[config.mk]
export PLATFORM = sky130hd
export DESIGN_NAME = sram_controller
export DESIGN_NICKNAME = d
export VERILOG_FILES = /design/src/rtl/mem_pkg.sv /design/src/rtl/sram_controller.sv
export SDC_FILE = /design/constraint.sdc
export NUM_CORES = 1
export LEC_CHECK = 0
export ABC_AREA = 1
export CORE_ASPECT_RATIO = 1.5
export CORE_UTILIZATION = 43
export DETAILED_ROUTE_END_ITERATION = 12
export GPL_TIMING_DRIVEN = 1
export PLACE_DENSITY_LB_ADDON = 0.25
export REMOVE_ABC_BUFFERS = 1
export SLEW_MARGIN = 20
export SYNTH_ARGS = -nofsm -noshare
export SYNTH_HDL_FRONTEND = slang
export SYNTH_SLANG_ARGS = --single-unit
[constraint.sdc]
create_clock -name clk -period 2.15 [get_ports clk]
set_input_delay 0.43 -clock clk [delete_from_list [all_inputs] [get_ports clk]]
set_output_delay 0.43 -clock clk [all_outputs]
set_load 0.01 [all_outputs]
[src/rtl/mem_pkg.sv]
// Shared MEM-stage widths, SRAM defaults and the access FSM state type
// for the two-halfword SRAM controller.
package mem_pkg;
   localparam int MEM_AW  = 32;
   localparam int MEM_DW  = 32;
   localparam int SRAM_DW = 16;

   localparam logic [MEM_AW-1:0] DEFAULT_BASE_ADDR = 32'd1024;
   localparam int                DEFAULT_SRAM_AW   = 18;

   typedef enum logic [1:0] {
      IDLE = 2'd0,
      LOW  = 2'd1,
      HIGH = 2'd2,
      DONE = 2'd3
   } state_e;
endpackage

[src/rtl/sram_controller.sv]
// MEM-stage responder: performs each 32-bit load/store as two 16-bit
// accesses on a single-port SRAM, holding ready low until the word completes.
module sram_controller
   import mem_pkg::*;
#(
   parameter int                ACCESS_CYCLES = 2,
   parameter logic [MEM_AW-1:0] BASE_ADDR     = DEFAULT_BASE_ADDR,
   parameter int                SRAM_AW       = DEFAULT_SRAM_AW
) (
   input  logic               clk,
   input  logic               rst,
   input  logic               MEM_R_EN,
   input  logic               MEM_W_EN,
   input  logic [MEM_AW-1:0]  ALU_res,
   input  logic [MEM_DW-1:0]  Val_Rm,
   output logic [MEM_DW-1:0]  MEM_out,
   output logic               ready,
   output logic [SRAM_AW-1:0] sram_addr,
   output logic [SRAM_DW-1:0] sram_dq_out,
   output logic               sram_dq_oe,
   input  logic [SRAM_DW-1:0] sram_dq_in,
   output logic               sram_we_n
);
   localparam int            CW       = (ACCESS_CYCLES > 1) ? $clog2(ACCESS_CYCLES) : 1;
   localparam logic [CW-1:0] CNT_LAST = CW'(ACCESS_CYCLES - 1);
   localparam int            WW       = SRAM_AW - 1;

   state_e            state_q, state_d;
   logic [CW-1:0]     cnt_q, cnt_d;
   logic              is_write_q, is_write_d;
   logic [WW-1:0]     word_q, word_d;
   logic [MEM_DW-1:0] data_q, data_d;
   logic [MEM_DW-1:0] mem_out_q, mem_out_d;

   logic req;
   logic phase_last;
   logic in_phase;
   logic high_phase;

   assign req        = MEM_R_EN | MEM_W_EN;
   assign phase_last = (cnt_q == CNT_LAST);
   assign in_phase   = (state_q == LOW) || (state_q == HIGH);
   assign high_phase = (state_q == HIGH);

   always_comb begin
      state_d    = state_q;
      cnt_d      = cnt_q;
      is_write_d = is_write_q;
      word_d     = word_q;
      data_d     = data_q;
      mem_out_d  = mem_out_q;
      case (state_q)
         IDLE: begin
            if (req) begin
               state_d    = LOW;
               cnt_d      = '0;
               is_write_d = MEM_W_EN;
               // Out-of-window addresses simply wrap within the SRAM.
               word_d     = WW'((ALU_res - BASE_ADDR) >> 2);
               data_d     = Val_Rm;
            end
         end
         LOW, HIGH: begin
            if (phase_last) begin
               cnt_d   = '0;
               state_d = high_phase ? DONE : HIGH;
               if (!is_write_q) begin
                  if (high_phase) mem_out_d[31:16] = sram_dq_in;
                  else            mem_out_d[15:0]  = sram_dq_in;
               end
            end else begin
               cnt_d = cnt_q + 1'b1;
            end
         end
         DONE:    state_d = IDLE;
         default: state_d = IDLE;
      endcase
   end

   always_comb begin
      ready       = ((state_q == IDLE) && !req) || (state_q == DONE);
      sram_addr   = '0;
      sram_dq_out = '0;
      sram_we_n   = 1'b1;
      sram_dq_oe  = 1'b0;
      if (in_phase) begin
         sram_addr = {word_q, high_phase};
         if (is_write_q) begin
            sram_we_n   = 1'b0;
            sram_dq_oe  = 1'b1;
            sram_dq_out = high_phase ? data_q[31:16] : data_q[15:0];
         end
      end
   end

   always_ff @(posedge clk) begin
      if (!rst) begin
         state_q    <= IDLE;
         cnt_q      <= '0;
         is_write_q <= 1'b0;
         word_q     <= '0;
         data_q     <= '0;
         mem_out_q  <= '0;
      end else begin
         state_q    <= state_d;
         cnt_q      <= cnt_d;
         is_write_q <= is_write_d;
         word_q     <= word_d;
         data_q     <= data_d;
         mem_out_q  <= mem_out_d;
      end
   end

   assign MEM_out = mem_out_q;
endmodule
# --- After elaboration in Yosys (flattened, before gate mapping) ---
# Cells that the tools add are included.
totals:
  regBits: 85
  input_bits: 84
  out_inout_bits: 69
  wordCells: 44
classes:
  n_addsub: 2
  eq_ne: 5
  muxes: 15
  bitwise: 3
  n_reduce_logical: 12
ops:
  columns: ["operator", "n"]
  rows:
  - ["two-way mux 16 bit", 3]
  - ["subtractor 19 x 11 -> 19 bit, second input constant", 1]
  - ["two-way mux 18 bit", 1]
  - ["AND reduction 4 bit", 2]
  - ["two-way mux 1 bit", 7]
  - ["case mux 2 bit (3 select lines)", 1]
  - ["AND reduction 2 bit", 3]
  - ["== test 2 bit, second input constant", 2]
  - ["two-way mux 2 bit", 2]
  - ["inequality test 2 bit, second input constant", 2]
  - ["== test 2 x 1 -> 1 bit, second input constant", 1]
  - ["zero test 2 bit", 1]
  - ["logical OR 1 bit", 2]
  - ["NOT 1 bit", 2]
  - ["case mux 1 bit (2 select lines)", 1]
  - ["nonzero test 2 bit", 1]
  - ["OR reduction 2 bit", 1]
  - ["adder 1 bit, second input constant", 1]
  - ["logical AND 1 bit", 1]
  - ["zero test 1 bit", 1]
  - ["OR 1 bit", 1]

# --- Depth between registers and ports, before layout ---
# Gate-level depths: netlist of the first run.
depth:
  depth_word: 4
  depth_mapped: 9
  mapped_depth_nobuf: 8

# --- Worst setup path before layout of the first run ---
# No wires, ideal clock.
synth_timing:
  path_type: "reg-to-output"
  from: "register state_q[1]"
  to: "output port sram_dq_out[10]"
  arrival_ns: 1.436
  required_time_ns: 1.720
  path_slack_ns: 0.284
  path_stages_with_launch: 6
  path_buffers: 1
  path_cell_list: "dfxtp_1 inv_1 ha_1 nand2_2 buf_2 nor3_1"
synth_via:
  elab_chain_cells: 4
  elab_cells_between_ends: 6
  classes_between: "eq/ne (2); mux (3); reduce/logical (1)"
synth_lines:
  columns: ["element", "line_no", "source"]
  rows:
  - ["start, declared", "sram_controller.sv:28", "state_e state_q, state_d;"]
  - ["start signal, assigned", "sram_controller.sv:105", "state_q <= state_d;"]
  - ["== test 2 bit", "sram_controller.sv:42, sram_controller.sv:43", null]
  - ["two-way mux 16 bit", "sram_controller.sv:91", "sram_dq_out = high_phase ? data_q[31:16] : data_q[15:0];"]
  - ["two-way mux 16 bit", "sram_controller.sv:88", "if (is_write_q) begin"]
  - ["two-way mux 16 bit (*)", "sram_controller.sv:86", "if (in_phase) begin"]
  - ["end, declared", "sram_controller.sv:19", "output logic [SRAM_DW-1:0] sram_dq_out,"]
# Every way passes the cells marked *; elsewhere a longest branch is shown, timed or not.

# --- Worst setup path in the final report of the first run ---
layout_timing:
  from: "register state_q[1]"
  to: "output port sram_addr[3]"
layout_via:
  elab_chain_cells: 3
  elab_cells_between_ends: 4
  classes_between: "eq/ne (2); mux (1); reduce/logical (1)"
layout_lines:
  columns: ["element", "line_no", "source"]
  rows:
  - ["== test 2 x 1 -> 1 bit / == test 2 bit (equally long branches)", "sram_controller.sv:42", "assign in_phase = (state_q == LOW) || (state_q == HIGH);"]
  - ["logical OR 1 bit (*)", "sram_controller.sv:42", null]
  - ["two-way mux 18 bit (*)", "sram_controller.sv:86", null]
  - ["end, declared", "sram_controller.sv:18", "output logic [SRAM_AW-1:0] sram_addr,"]
# Marks and branches as above.

==> impl_metrics.tcl, run 1 <==
set metrics [dict create \
    run_status "completed" \
    min_period_ps 2090 \
    synth_cells 518 \
    postRouteAntennaNets 0 \
    number_of_global_route_vias_before_repair 3538 \
    timing.rr.start "state_q[0]" \
    ys.warnings.count 0 \
    met3WireLength_um 601 \
    power_per_cell_area_nw_per_um2 1240 \
    tritoncts_clock_tree "built" \
    drt_pass_1_iters 5 \
    crit_chain "inv_1 > ha_4 > bufbuf_16 > nand2_1 > inv_1 > clkdlybuf4s15_1" \
    ys_seq_elements 85 \
    crit_family "buffers and inverters" \
    finalHoldViolCount 0 \
    antenna_found_initial 0 \
    total_detailed_routing_wirelength_um 9670 \
    timing.critical_path.required_ps 1720 \
    clock_tree.root_cell "sky130_fd_sc_hd__clkbuf_16" \
    synthesized_cell_area_um2 3650 \
    gp_congestion 0.740 \
    drt_first_iter_violations 154 \
    nets 739 \
    p_leak_nw 2.44 \
    placement.io_buffers 137 \
    postSynthAreaPerCell_um2 7.04 \
    arrival_time_of_data_at_the_critical_path_endpoint_ps 1660 \
    largest_driver_fanout_on_the_critical_path 11 \
    worst_pin_slew_ps 541 \
    worst_hold_path_type "reg -> reg" \
    overflow 0 \
    vias_per_cell 4.83 \
    fin_setup_tns_ps 0 \
    count_leader_synth "sky130_fd_sc_hd__nor2_1" \
    ys.flop_type "sky130_fd_sc_hd__dfxtp_1" \
    clockBufferDepth 2 \
    design.portCount 153 \
    holdWs_ps 441 \
    crit_path_start_kind "flip-flop" \
    final.period_utilization 0.971 \
    worstHoldStart "MEM_out[16]" \
    synth.largest_area_cell "sky130_fd_sc_hd__dfxtp_1" \
    route.top_layer_used "met4" \
    final_max_slew_viol_count 0 \
    width_of_the_die_um 77.2 \
    finish.instance_area_um2 5450 \
    synth_enable_flop_cells 0 \
    placed_instance_area_um2 5120 \
    rows 40 \
    synth.top_cells.by_area "sky130_fd_sc_hd__dfxtp_1, sky130_fd_sc_hd__nor2_1, sky130_fd_sc_hd__o21ai_0, sky130_fd_sc_hd__inv_1, sky130_fd_sc_hd__nand2_1" \
    number_of_max_capacitance_violations_reported 0 \
    wl_per_cell_um 12.7 \
    synth.lib_cells_used.distinct 25 \
    route.met2.wl_um 4980 \
    die_boundary_height_um 115 \
    slew-limit-headroom 0.639 \
    setup_failing_eps_final 0 \
    path_common_cell "sky130_fd_sc_hd__inv_1" \
    grt_first_pass_wirelength_um 15600 \
    worstSetupEndpointType "output port" \
    post-synth-top-area-fraction 0.466 \
    areaGrowthSynthToFinish_pct 49.3 \
    total_die_area_um2 8860 \
    core-area_um2 8110 \
    routedLengthMet1_um 3820 \
    detailroute.via_count 3670 \
    detailedPlacementHpwl_um 6570 \
    num_antenna_cells 0 \
    synthArstFlopShare 0 \
    ys_seq_area_frac 0.466 \
    worst_skew_ps 3.98 \
    grt_start_max_net_pins 45 \
    cts.htree.levels 3 \
    grt_usage 0.221 \
    critical_path.startpoint "state_q[1]" \
    cts_hold_repair.buffers 0 \
    cpPeakStageDelay_ps 340 \
    cts.clk_slew.worst_paths_ps 60 \
    fraction_of_layout_instances_using_a_drive_strength_above_1 0.110 \
    clk-insertion-delay-late_ps 330 \
    numCtsBuffers 9 \
    start_util 0.450 \
    synth_commonest_cells "sky130_fd_sc_hd__nor2_1, sky130_fd_sc_hd__dfxtp_1, sky130_fd_sc_hd__o21ai_0, sky130_fd_sc_hd__inv_1, sky130_fd_sc_hd__nand2_1" \
    residual_drc_count 0 \
    vdd_drop_max_v 0.000709 \
    critical_path_buffer_and_inverter_count 4 \
    timing.setup.critical_path_class "reg -> out" \
    max_clock_freq_ghz 0.479 \
    clock_sink_count 85 \
    slowest_stage "sky130_fd_sc_hd__dfxtp_2" \
]
==> cell type report <==
cell class | instances | area [um^2]
Clock buffer | 12 | 246
Tap cell | 105 | 131
Fill cell | 744 | 2660
Timing Repair Buffer | 151 | 1460
Sequential cell | 85 | 1700
Inverter | 58 | 233
Multi-Input combinational cell | 345 | 1630
Clock inverter | 4 | 47.5
==> sequential cells by signal, indices dropped and copies added, names as in the netlist <==
| signal | cells |
|---|---|
| data_q | 32 |
| word_q | 17 |
| cnt_q | 1 |
| is_write_q | 1 |
| MEM_out | 32 |
| state_q | 2 |
==> per-layer routing <==
| layer | vias up | GRT usage |
|---|---|---|
| li1 | 1883 | - |
| met1 | 1654 | 0.239 |
| met2 | 111 | 0.400 |
| met3 | 22 | 0.0476 |
| met4 | 0 | 0.117 |
| met5 | - | 0 |
==> stage by stage <==
| stage | power (mW) | util | instances | setup WS (ps) |
|---|---|---|---|---|
| finish | 6.76 | 0.672 | 760 | 63.0 |
| global route | 7.25 | 0.672 | 760 | -11.7 |
| CTS | 6.77 | 0.667 | 760 | -34.2 |
| detailed placement | 5.08 | 0.632 | 743 | -133 |
| global placement | 4.98 | 0.632 | 743 | -114 |
| floorplan | 3.78 | - | 488 | 2.70 |
==> cells by family after synthesis <==
kind of cell,after synthesis,synth area share
AO/OA/AOI/OAI,111,0.153
adder cells (fa/ha/maj),5,0.0171
flip-flops,85,0.466
buffers and inverters,88,0.108
XOR/XNOR,2,0.00480
AND/OR/NAND/NOR,227,0.250
==> worst min-delay path: stages (launching register included) <==
cell                      delay (ps)
sky130_fd_sc_hd__dfxtp_1         310
sky130_fd_sc_hd__inv_1            50
sky130_fd_sc_hd__a21oi_1          50
==> path summary, 6_finish.rpt <==
path	depth (start not counted)	to	slack, ps
max	6	sram_addr[3]	60
max reg2reg	6	MEM_out[29]	340
min reg2reg	2	MEM_out[16]	440
min	2	MEM_out[16]	440
==> power breakdown <==
group / leakage, nW / switching (mW) / internal, mW
Sequential: 0.700 / 0.234 / 2.03
Clock: 0.143 / 0.596 / 0.928
Combinational: 1.60 / 1.64 / 1.33
==> layout by cell type (no fill, tap or decap), types with 3 or more instances in the layout <==
cell,netlist,routed
sky130_fd_sc_hd__clkdlybuf4s50_1,0,99
sky130_fd_sc_hd__inv_1,55,54
sky130_fd_sc_hd__o21ai_0,83,83
sky130_fd_sc_hd__nor3_2,0,12
sky130_fd_sc_hd__dfxtp_1,85,84
sky130_fd_sc_hd__clkdlybuf4s15_1,0,4
sky130_fd_sc_hd__buf_12,0,5
sky130_fd_sc_hd__nand2_2,3,3
sky130_fd_sc_hd__ha_1,5,3
sky130_fd_sc_hd__nand3_1,7,7
sky130_fd_sc_hd__nor3_1,15,3
sky130_fd_sc_hd__buf_4,0,8
sky130_fd_sc_hd__a21oi_1,26,26
sky130_fd_sc_hd__buf_2,9,16
sky130_fd_sc_hd__dlygate4sd2_1,0,14
sky130_fd_sc_hd__nand2_1,35,35
sky130_fd_sc_hd__nor2_1,164,164
sky130_fd_sc_hd__clkbuf_16,0,9
==> timing repair <==
action                                  CTS  global route
resized for setup                        93            21
endpoints found under the setup margin   36            18
pin swaps                                 1             1
gates cloned                              1             0
buffers inserted                          0             0
Note: power is estimated with default switching activity, not from simulation.
==> run 2: changes to the inputs <==
--- a/config.mk
+++ b/config.mk
@@ -6,12 +6,14 @@
 export NUM_CORES = 1
 export LEC_CHECK = 0
 export ABC_AREA = 1
+export CAP_MARGIN = 20
 export CORE_ASPECT_RATIO = 1.5
 export CORE_UTILIZATION = 43
 export DETAILED_ROUTE_END_ITERATION = 12
 export GPL_TIMING_DRIVEN = 1
 export PLACE_DENSITY_LB_ADDON = 0.25
 export REMOVE_ABC_BUFFERS = 1
+export SKIP_CTS_REPAIR_TIMING = 1
 export SLEW_MARGIN = 20
 export SYNTH_ARGS = -nofsm -noshare
 export SYNTH_HDL_FRONTEND = slang
==> run 2 against run 1 <==
Compared with the run above: sequential cell count is the same; sequential share of layout area down 0.14 points; clock power about the same; via count is 0.79% higher; core utilization up 0.29 points; non-clock buffer count up 1; maximum frequency down 1.8%; cell area increased by 0.44%; global-route usage shrank 0.45 points; wire length grew 1.7%; die area is the same; critical path type unchanged; critical endpoint is now sram_dq_out[13].
==> impl_metrics.tcl, run 2 (synthesis results as in run 1) <==
set metrics [dict create \
    p_sw_frac 0.365 \
    grt_start_max_net_pins 45 \
    min_period_ps 2120 \
    numCtsBuffers 9 \
    detailedPlacementHpwl_um 6570 \
    cts.htree.levels 3 \
    crit_family "buffers and inverters" \
    final.period_utilization 0.988 \
    max_clock_freq_ghz 0.471 \
    placement.io_buffers 137 \
    worst_skew_ps 5.84 \
    met3WireLength_um 587 \
    clock_tree.root_cell "sky130_fd_sc_hd__clkbuf_16" \
    total_detailed_routing_wirelength_um 9830 \
    postRouteAntennaNets 0 \
    num_antenna_cells 0 \
    width_of_the_die_um 77.2 \
    core-area_um2 8110 \
    arrival_time_of_data_at_the_critical_path_endpoint_ps 1690 \
    fraction_of_layout_instances_using_a_drive_strength_above_1 0.0960 \
    start_util 0.450 \
    route.top_layer_used "met4" \
    clk-insertion-delay-late_ps 330 \
    total_power_mw 6.77 \
    switchingPower_mw 2.47 \
    drt_first_iter_violations 145 \
    run_status "completed" \
    cts.clk_slew.worst_paths_ps 60 \
    critical_path_buffer_and_inverter_count 3 \
    slew-limit-headroom 0.639 \
    finalHoldViolCount 0 \
    placed_instance_area_um2 5120 \
    areaGrowthSynthToFinish_pct 50.0 \
    die_boundary_height_um 115 \
    vias_per_cell 4.86 \
    finish.instance_area_um2 5470 \
    cpPeakStageDelay_ps 350 \
    residual_drc_count 0 \
    drt_pass_1_iters 4 \
    slowest_stage "sky130_fd_sc_hd__dfxtp_2" \
    timing.setup.critical_path_class "reg -> out" \
    mostFrequentLayoutCells "sky130_fd_sc_hd__nor2_1, sky130_fd_sc_hd__clkdlybuf4s50_1, sky130_fd_sc_hd__dfxtp_1" \
    post-place-ws_ps -133 \
    rsz0062_at_grt "yes" \
    vdd_drop_max_v 0.000730 \
    antenna_found_initial 0 \
    final.fill_count 742 \
    power.share.sequential 0.335 \
    crit_chain "inv_1 > ha_4 > nand2_2 > buf_12 > nor3_1 > clkbuf_2" \
    grt_usage 0.216 \
    worstSetupEndpointType "output port" \
    p_leak_nw 2.70 \
    number_of_max_capacitance_violations_reported 0 \
    timing.critical_path.required_ps 1720 \
    crit_path_start_kind "flip-flop" \
    largest_driver_fanout_on_the_critical_path 18 \
    setup_failing_eps_final 0 \
    clockBufferDepth 2 \
    nets 740 \
    mostFrequentLayoutCell "sky130_fd_sc_hd__nor2_1" \
    power_per_cell_area_nw_per_um2 1240 \
    final_core_utilization 0.675 \
    worst_pin_slew_ps 541 \
    clock_sink_count 85 \
    gp_congestion 0.740 \
    number_of_global_route_vias_before_repair 3502 \
    route.met2.wl_um 5050 \
    routedLengthMet1_um 3940 \
    postLayoutSetupSlackWorst_ps 25.6 \
    power.clock.fraction 0.226 \
    cellInternalPower_mw 4.30 \
    total_die_area_um2 8860 \
    tritoncts_clock_tree "built" \
    combinationalPowerShare 0.439 \
    overflow 0 \
    rows 40 \
    wl_per_cell_um 12.9 \
    grt_first_pass_wirelength_um 15400 \
    final_max_slew_viol_count 0 \
    design.portCount 153 \
    detailroute.via_count 3699 \
    worst_hold_path_type "reg -> reg" \
]
run 2: cell type report:
cell class | count | area [um^2] | area share
inverter | 58 | 228 | 0.0416
multi-input combinational | 345 | 1580 | 0.290
sequential | 85 | 1700 | 0.311
tap | 105 | 131 | 0.0240
clock inverter | 4 | 47.5 | 0.00869
timing repair buffer | 152 | 1530 | 0.280
clock buffer | 12 | 246 | 0.0450
run 2: path summary, 6_finish.rpt:
| path | startpoint | to | slack (ps) | cells after the start |
|---|---|---|---|---|
| worst max register to register | state_q[0] | MEM_out[29] | 330 | 6 |
| worst min register to register | MEM_out[16] | MEM_out[16] | 440 | 2 |
| worst min-delay path | MEM_out[16] | MEM_out[16] | 440 | 2 |
| worst max-delay path | state_q[1] | sram_dq_out[13] | 30 | 6 |
run 2: routing by layer:
metal,vias to the layer above,GRT usage
met5,-,0
met4,0,0.112
met3,22,0.0468
met2,115,0.395
met1,1671,0.232
li1,1891,-
run 2: metrics by stage:
| step | hold WS [ps] | instances | setup TNS [ps] |
|---|---|---|---|
| detailed placement | 436 | 743 | -164 |
| CTS | 445 | 759 | -11130 |
| finish | 441 | 761 | 0 |
| global route | 453 | 761 | -257 |
| global placement | 429 | 743 | -114 |
| floorplan | 455 | 488 | 0 |
run 2: power by group through the flow:
stage | Combinational [mW] | Clock [mW] | Sequential [mW]
after floorplan | 1.48 | 0 | 2.29
after global placement | 2.71 | 0 | 2.27
after detailed placement | 2.79 | 0 | 2.29
after CTS | 2.80 | 1.56 | 2.26
after global routing | 3.28 | 1.62 | 2.33
final | 2.97 | 1.53 | 2.27
run 2: worst reg2reg max path, stage by stage, from the launching register on:
cell and delay [ps]:
sky130_fd_sc_hd__dfxtp_1 320, sky130_fd_sc_hd__inv_2 90, sky130_fd_sc_hd__ha_2 220, sky130_fd_sc_hd__buf_12 170, sky130_fd_sc_hd__nand3_2 450, sky130_fd_sc_hd__o21ai_0 380
sky130_fd_sc_hd__a21oi_1 70
